[src/rtl/ps2_key_tracker.sv]
// PS/2 keyboard receiver with E0/F0 prefix decoding and a held-key bitmap for the game controls.
// Everything runs on the system clock; the PS/2 pins are synchronised, filtered and edge-detected.
module ps2_key_tracker #(
    parameter int FILTER_LEN     = 4,
    parameter int TIMEOUT_CYCLES = 50000
) (
    input  logic       clock,
    input  logic       reset,
    input  logic       kb_clock,
    input  logic       kb_data,
    output logic [4:0] keys_held,
    output logic       key_event,
    output logic [8:0] event_code,
    output logic       event_break,
    output logic       frame_error
);

    localparam int FW = $clog2(FILTER_LEN + 1);
    localparam int TW = $clog2(TIMEOUT_CYCLES + 1);

    typedef enum logic {IDLE, RECV} frame_state_t;
    typedef enum logic [1:0] {D_BASE, D_EXT, D_BRK, D_EXTBRK} dec_state_t;

    logic          r_clk_s1, r_clk_s2, r_dat_s1, r_dat_s2;
    logic          r_filt, r_filt_d;
    logic [FW-1:0] r_filt_cnt;
    logic          w_strobe;

    frame_state_t  r_state, w_state_nx;
    logic [3:0]    r_bitcnt, w_bitcnt_nx;
    logic [7:0]    r_shift, w_shift_nx;
    logic          r_par, w_par_nx;
    logic [TW-1:0] r_to_cnt, w_to_nx;
    logic          w_ferr, w_good;
    logic          r_byte_valid, r_frame_error;

    dec_state_t    r_dstate, w_dstate_nx;
    logic          w_ev, w_ev_ext, w_ev_brk;
    logic          r_key_event, r_event_break;
    logic [8:0]    r_event_code;
    logic [4:0]    r_keys_held;
    logic [4:0]    w_key_mask;

    // Pins idle high, so the synchronisers and filter start at 1.
    always_ff @(posedge clock or posedge reset) begin
        if (reset) begin
            r_clk_s1   <= 1'b1;
            r_clk_s2   <= 1'b1;
            r_dat_s1   <= 1'b1;
            r_dat_s2   <= 1'b1;
            r_filt     <= 1'b1;
            r_filt_d   <= 1'b1;
            r_filt_cnt <= '0;
        end else begin
            r_clk_s1 <= kb_clock;
            r_clk_s2 <= r_clk_s1;
            r_dat_s1 <= kb_data;
            r_dat_s2 <= r_dat_s1;
            r_filt_d <= r_filt;
            if (r_clk_s2 == r_filt) begin
                r_filt_cnt <= '0;
            end else if (r_filt_cnt == FW'(FILTER_LEN - 1)) begin
                r_filt     <= r_clk_s2;
                r_filt_cnt <= '0;
            end else begin
                r_filt_cnt <= r_filt_cnt + 1'b1;
            end
        end
    end

    assign w_strobe = r_filt_d & ~r_filt;

    always_comb begin
        w_state_nx  = r_state;
        w_bitcnt_nx = r_bitcnt;
        w_shift_nx  = r_shift;
        w_par_nx    = r_par;
        w_to_nx     = '0;
        w_ferr      = 1'b0;
        w_good      = 1'b0;
        case (r_state)
            IDLE: begin
                if (w_strobe) begin
                    if (!r_dat_s2) begin
                        w_state_nx  = RECV;
                        w_bitcnt_nx = 4'd1;
                    end else begin
                        w_ferr = 1'b1;
                    end
                end
            end
            RECV: begin
                if (w_strobe) begin
                    if (r_bitcnt <= 4'd8) begin
                        w_shift_nx  = {r_dat_s2, r_shift[7:1]};
                        w_bitcnt_nx = r_bitcnt + 4'd1;
                    end else if (r_bitcnt == 4'd9) begin
                        w_par_nx    = r_dat_s2;
                        w_bitcnt_nx = 4'd10;
                    end else begin
                        w_state_nx  = IDLE;
                        w_bitcnt_nx = 4'd0;
                        // Odd parity over data plus parity bit, and a high stop bit.
                        if ((^{r_shift, r_par}) && r_dat_s2) w_good = 1'b1;
                        else                                 w_ferr = 1'b1;
                    end
                end else if (r_to_cnt == TW'(TIMEOUT_CYCLES - 1)) begin
                    w_state_nx  = IDLE;
                    w_bitcnt_nx = 4'd0;
                    w_ferr      = 1'b1;
                end else begin
                    w_to_nx = r_to_cnt + 1'b1;
                end
            end
            default: w_state_nx = IDLE;
        endcase
    end

    always_ff @(posedge clock or posedge reset) begin
        if (reset) begin
            r_state       <= IDLE;
            r_bitcnt      <= 4'd0;
            r_shift       <= 8'd0;
            r_par         <= 1'b0;
            r_to_cnt      <= '0;
            r_byte_valid  <= 1'b0;
            r_frame_error <= 1'b0;
        end else begin
            r_state       <= w_state_nx;
            r_bitcnt      <= w_bitcnt_nx;
            r_shift       <= w_shift_nx;
            r_par         <= w_par_nx;
            r_to_cnt      <= w_to_nx;
            r_byte_valid  <= w_good;
            r_frame_error <= w_ferr;
        end
    end

    // r_shift stays stable until the next frame's first data bit, so it is the received byte here.
    always_comb begin
        w_dstate_nx = r_dstate;
        w_ev        = 1'b0;
        w_ev_ext    = 1'b0;
        w_ev_brk    = 1'b0;
        if (r_byte_valid) begin
            case (r_dstate)
                D_BASE: begin
                    if (r_shift == 8'hE0)      w_dstate_nx = D_EXT;
                    else if (r_shift == 8'hF0) w_dstate_nx = D_BRK;
                    else                       w_ev = 1'b1;
                end
                D_EXT: begin
                    if (r_shift == 8'hF0)      w_dstate_nx = D_EXTBRK;
                    else if (r_shift != 8'hE0) begin
                        w_ev        = 1'b1;
                        w_ev_ext    = 1'b1;
                        w_dstate_nx = D_BASE;
                    end
                end
                D_BRK, D_EXTBRK: begin
                    w_dstate_nx = D_BASE;
                    if (r_shift != 8'hE0 && r_shift != 8'hF0) begin
                        w_ev     = 1'b1;
                        w_ev_brk = 1'b1;
                        w_ev_ext = (r_dstate == D_EXTBRK);
                    end
                end
                default: w_dstate_nx = D_BASE;
            endcase
        end
    end

    always_comb begin
        w_key_mask = 5'b00000;
        case ({w_ev_ext, r_shift})
            9'h175:  w_key_mask = 5'b00001;
            9'h172:  w_key_mask = 5'b00010;
            9'h16B:  w_key_mask = 5'b00100;
            9'h174:  w_key_mask = 5'b01000;
            9'h01B:  w_key_mask = 5'b10000;
            default: w_key_mask = 5'b00000;
        endcase
    end

    always_ff @(posedge clock or posedge reset) begin
        if (reset) begin
            r_dstate      <= D_BASE;
            r_key_event   <= 1'b0;
            r_event_code  <= 9'd0;
            r_event_break <= 1'b0;
            r_keys_held   <= 5'd0;
        end else begin
            r_dstate    <= w_dstate_nx;
            r_key_event <= w_ev;
            if (w_ev) begin
                r_event_code  <= {w_ev_ext, r_shift};
                r_event_break <= w_ev_brk;
                if (w_ev_brk) r_keys_held <= r_keys_held & ~w_key_mask;
                else          r_keys_held <= r_keys_held | w_key_mask;
            end
        end
    end

    assign keys_held   = r_keys_held;
    assign key_event   = r_key_event;
    assign event_code  = r_event_code;
    assign event_break = r_event_break;
    assign frame_error = r_frame_error;

endmodule

[config.mk]
export PLATFORM = sky130hd
export DESIGN_NAME = ps2_key_tracker
export DESIGN_NICKNAME = d
export VERILOG_FILES = /design/src/rtl/ps2_key_tracker.sv
export SDC_FILE = /design/constraint.sdc
export NUM_CORES = 1
export LEC_CHECK = 0
export ABC_AREA = 1
export CORE_MARGIN = 2
export CORE_UTILIZATION = 55
export DETAILED_ROUTE_END_ITERATION = 16
export PLACE_DENSITY = 0.75
export SETUP_SLACK_MARGIN = 0.15
export SYNTH_ARGS = -nofsm -noshare
export SYNTH_HDL_FRONTEND = slang
export SYNTH_SLANG_ARGS = --single-unit
[constraint.sdc]
create_clock -name clock -period 4.1 [get_ports clock]
set_input_delay 0.41 -clock clock [delete_from_list [all_inputs] [get_ports clock]]
set_output_delay 0.41 -clock clock [all_outputs]
set_load 0.1 [all_outputs]
# After elaboration in Yosys (flattened, before gate mapping)
# Index checks and enable logic that the tools add are counted.
# Widths: inputs -> output; s select.
# word_totals
reg_bits	59
inputBits	4
out_inout_bits	17
wordCells	113
# classes
add_sub_neg	3
magnitude_cmp	1
eq_ne	21
muxes	51
n_bitwise	8
reduce_logical	10
# op_table
op	count
$mux 16	3
$eq 9x9->1 const B	4
$mux 1	28
$pmux 5 s5	1
$mux 4	6
$add 16x1->16 const B	1
$eq 16x16->1 const B	1
$eq 8x8->1 const B	2
$ne 8x8->1 const B	2
$eq 9x5->1 const B	1
$reduce_and 3->1	3
$reduce_xor 9->1	1
$mux 2	4
$pmux 4 s2	1
$mux 3	2
$ne 3x3->1 const B	2
$pmux 1 s2	3
$pmux 2 s3	1
$and 5x5->5	1
$mux 5	1
$not 5->5	1
$or 5x5->5	1
$add 4x1->4 const B	1
$eq 2x2->1 const B	2
other kinds (16)	21

# Logic depth before layout (Yosys ltp)
# logic_depth
ltp_word	10
ltp_mapped	12
depth_no_buf	11

# Worst setup path after synthesis
# Ideal clock, no wire load.
# synth_timing
path_type	register to register
startpoint	reg r_to_cnt[0]
endpoint	reg r_to_cnt[11]
setup_time_ps	80
arrival_time_ps	1368
required_time_ps	4020
path_slack_ps	2652
path_stages_with_launch	11
path_buffers	0
synth_period_minus_slack_ps	1448
cell_sequence	dfrtp_1 > ha_1 > nand2_2 > nor2_8 > inv_1 > nor2_1 > nand3_1 > nand2_2 > nor2_4 > inv_2 > nor3b_2
# synth_via
elab_chain_cells	4
word_cells_on_any_way	5
classes_between	add/sub: 1; eq/ne: 1; mux: 3
# synth_lines
item	line	rtl
from (decl)	33	logic [TW-1:0] r_to_cnt, w_to_nx;
from (signal assigned)	133	r_to_cnt <= w_to_nx;
$add 16x1->16 or $eq 16x16->1 (tied branches)	112, 107	
$mux 16 *	107	end else if (r_to_cnt == TW'(TIMEOUT_CYCLES - 1)) begin
$mux 16 *	93	if (w_strobe) begin
$mux 16 *	81	case (r_state)
via w_to_nx[11]	33	
# The timed path passes the listed nets; every way through them passes the cells marked *.
# A chain may end at the register's enable or synchronous reset.

# Worst setup path in the final report
# layout_timing
startpoint	reg r_event_code[5], in the netlist event_code[5]
endpoint	out event_code[5]
# layout_rtl
item	line	rtl
from (decl)	40	logic [8:0] r_event_code;
from (signal assigned)	196	r_event_code <= {w_ev_ext, r_shift};
to (decl)	13	output logic [8:0] event_code,
# No word-level cell between the ends.

==> out/results.ini <==
[status]
status = complete, no violations

[cts]
cts_max_path_buffers = 2
hold_buffers = 0
cts_setup_buffers = 0
numClockSinks = 59
root_buffer = clkbuf_8
htree_num_levels = 3
cts_buffers = 9
clkSlewWorstSetupHoldPaths_ps = 60
post_cts_resized = 0
cts_tree = done
insertion_delay_ps = 330

[min_path]
hold-path-cell-count = 0
worstHoldStart = r_clk_s1
hp-class = reg2reg
holdPathEnd = r_clk_s2

[routing]
viasPerCell = 4.98
wire_per_inst_um = 11.2
dr.pass1.iters = 4
drc = 0
wl_um = 5060
vias = 2247
drt_first_iter_violations = 126
ant_nets = 0

[power_and_ir_drop]
ir_drop_uv = 314
p_sw_mw = 0.682
power_leakage_nw = 1.58
clkPwrFrac = 0.262
power_density_mw_per_mm2 = 527
p_int_mw = 1.12
switching_share = 0.379
combPwrFrac = 0.312
seqPwrFrac = 0.426
power.total_mw = 1.80

[floorplan]
io_pins = 21
fp.dieH_um = 77.4
core_area_mm2 = 0.00514
die_x_um = 77.4
start_util = 0.576
floorplan.rows = 26
die_area_mm2 = 0.00599

[worst_setup_path]
cpPeakStageDelay_ps = 1130
path_class = reg2out
critPathMaxFanout = 2
reg2reg_setup_slack_ps = 2420
cpMaxStageDelayCell = clkdlybuf4s50_1
crit_chain = clkdlybuf4s50_1
worstRegToRegCells = 10
cp-start-kind = flop
reg2reg_from = r_to_cnt[0]
worst_ep_required_time_ps = 3690
rr_endpoint = r_to_cnt[11]
cp_num_buf_inv = 1
end_kind = primary output
critPathTopFamily = buffers and inverters
cp_data_arrival_time_ps = 1810

[yosys]
synth_xor_area_frac = 0.0177
yosys.area_share.simple = 0.309
postSynthAreaPerCell_um2 = 8.51
syn_nets = 357
syn_inst = 348
seq_area_frac_synth = 0.501
synth_warnings = 0
yosys.area_share.adder = 0.0211
synth_top_family_by_area = simple AND/OR/NAND/NOR gates
synth.distinct_cells = 40
synth_compound_gate_area_share = 0.0718
synth_area_mm2 = 0.00296
synth-seq-cells = 59
synthMuxAreaShare = 0.00380

[grt]
grt_usage = 0.201
grt_start_max_net_pins = 43
grt.overflow.total = 0
antenna_found_initial = 0
grt_pass1_vias = 2185
grt_pass1_wl_um = 9460

[sta]
slew_headroom = 0.352
fin_worst_skew_ps = 6.32
final-hold-violation-count = 0
setup_violations = 0
worst_pin_slew_ps = 968
max_freq_mhz = 450
fin_crit_ps = 2220
rsz0062_at_grt = no
worst_slack_ps = 1880
timing.final.crit_share = 0.542
drv_slew = 0
fin_tns_setup_ps = 0

[place]
port_buffers = 20
pre_cts_slack_ps = 2220
place_area_mm2 = 0.00323
gp_congestion = 0.855
dp_hpwl_um = 3750

[final_layout]
fillers = 452
design_area_mm2 = 0.00341
diodes = 0
nets = 386
drive_above_1_share = 0.150
syn_to_final_growth_pct = 15.1
final_util = 0.663

[flow_run]
maxCapViolCount = 0

-- synth_stat cells --
cell type	count	area, um2
nor4_1	3	18.8
nor3b_1	1	7.51
or2_2	1	6.26
nand3_2	2	20.0
or3_1	1	6.26
nor2_2	2	12.5
nand4_1	3	18.8
and3_1	1	6.26
inv_1	42	158
nand2_4	1	11.3
a21oi_1	6	30.0
o2111ai_1	2	17.5
inv_6	1	8.76
or2_4	1	8.76
nor2_8	2	40.0
nand4_2	1	12.5
a21oi_2	1	8.76
nor3b_2	2	25.0
nand3_1	22	110
dfstp_2	6	158
nor2_1	31	116
buf_6	2	22.5
o41ai_1	1	8.76
mux2_2	1	11.3
o21ai_0	16	80.1
buf_2	1	5.00
nor2_4	3	33.8
nor3_2	3	30.0
dfrtp_1	53	1330
nand3b_4	1	20.0
o21ai_1	11	55.1
ha_1	5	62.6
xor2_1	3	26.3
nand2_2	5	31.3
inv_2	7	26.3
a31oi_1	2	12.5
nand2_1	89	334
clkinv_2	1	5.00
xnor2_1	3	26.3
nor3_1	9	45.0
-- routing by layer --
layer	part of all wire	routed length [um]	GRT usage	vias to the layer above
met4	0.013	65	0.0661	0
met2	0.45	2290	0.318	36
met3	0.036	180	0.0767	5
met5	0	0	0	-
met1	0.50	2530	0.256	1039
li1	-	-	-	1167
-- cells by family (layout without fill, tap and decap cells) --
| kind of cell | Yosys count | in the layout |
|---|---|---|
| xor gates and xnor gates | 6 | 6 |
| AOI/OAI and AO/OA | 39 | 39 |
| and+or+nand+nor | 184 | 184 |
| buffers and inverters | 54 | 87 |
| muxes | 1 | 1 |
| DFF | 59 | 59 |
| adders and majority gates | 5 | 5 |
-- per-stage QoR --
stage	hold WS, ps	cells
2_1_floorplan	345	348
3_3_place_gp	346	436
3_5_place_dp	347	436
4_1_cts	354	451
5_1_grt	350	451
6_report	353	451
-- power by group through the flow --
stage          registers (mW)  logic (mW)  clock network [mW]
4_1_cts                 0.766       0.563               0.485
2_1_floorplan           0.788       0.430                   0
3_3_place_gp            0.774       0.547                   0
6_report                0.765       0.561               0.472
3_5_place_dp            0.777       0.561                   0
5_1_grt                 0.780       0.648               0.521
-- worst max path at each step --
stage	from	endpoint	slack, ps	cells past startpoint
after floorplan	reset	async pin	2240	1
after global placement	flop	keys_held[2]	2240	1
after detailed placement	event_code[5]	event_code[5]	2220	1
after CTS	event_code[5]	event_code[5]	1850	1
after global routing	event_code[7]	event_code[7]	1810	1
final	event_code[5]	event_code[5]	1880	1
-- placed cells by master (no fill, tap or decap), drive strengths merged, types with 4 or more instances in the layout --
| master | synthesis | routed |
|---|---|---|
| a21oi | 7 | 7 |
| clkbuf | 0 | 13 |
| clkdlybuf4s50 | 0 | 20 |
| dfrtp | 53 | 53 |
| dfstp | 6 | 6 |
| ha | 5 | 5 |
| inv | 50 | 50 |
| nand2 | 95 | 95 |
| nand3 | 24 | 24 |
| nand4 | 4 | 4 |
| nor2 | 38 | 38 |
| nor3 | 12 | 12 |
| o21ai | 27 | 27 |
-- sequential cells by signal (all words and copies together), names as in the netlist, 2 cells and up, named ones only --
| name | count |
|---|---|
| r_bitcnt | 4 |
| r_filt_cnt | 3 |
| event_code | 9 |
| r_dstate | 2 |
| r_shift | 8 |
| r_to_cnt | 16 |
-- area by class of cell --
class                   instances  area (um2)  area share
inverters                      51         198      0.0580
repair buffers                 21         208      0.0609
flip-flops and latches         59        1480       0.435
clock buffers                  13         169      0.0495
clock inverters                 2        10.0     0.00294
well taps                      70        87.6      0.0257
multi-input cells             235        1250       0.368
Power figures use the tool's default switching activity.
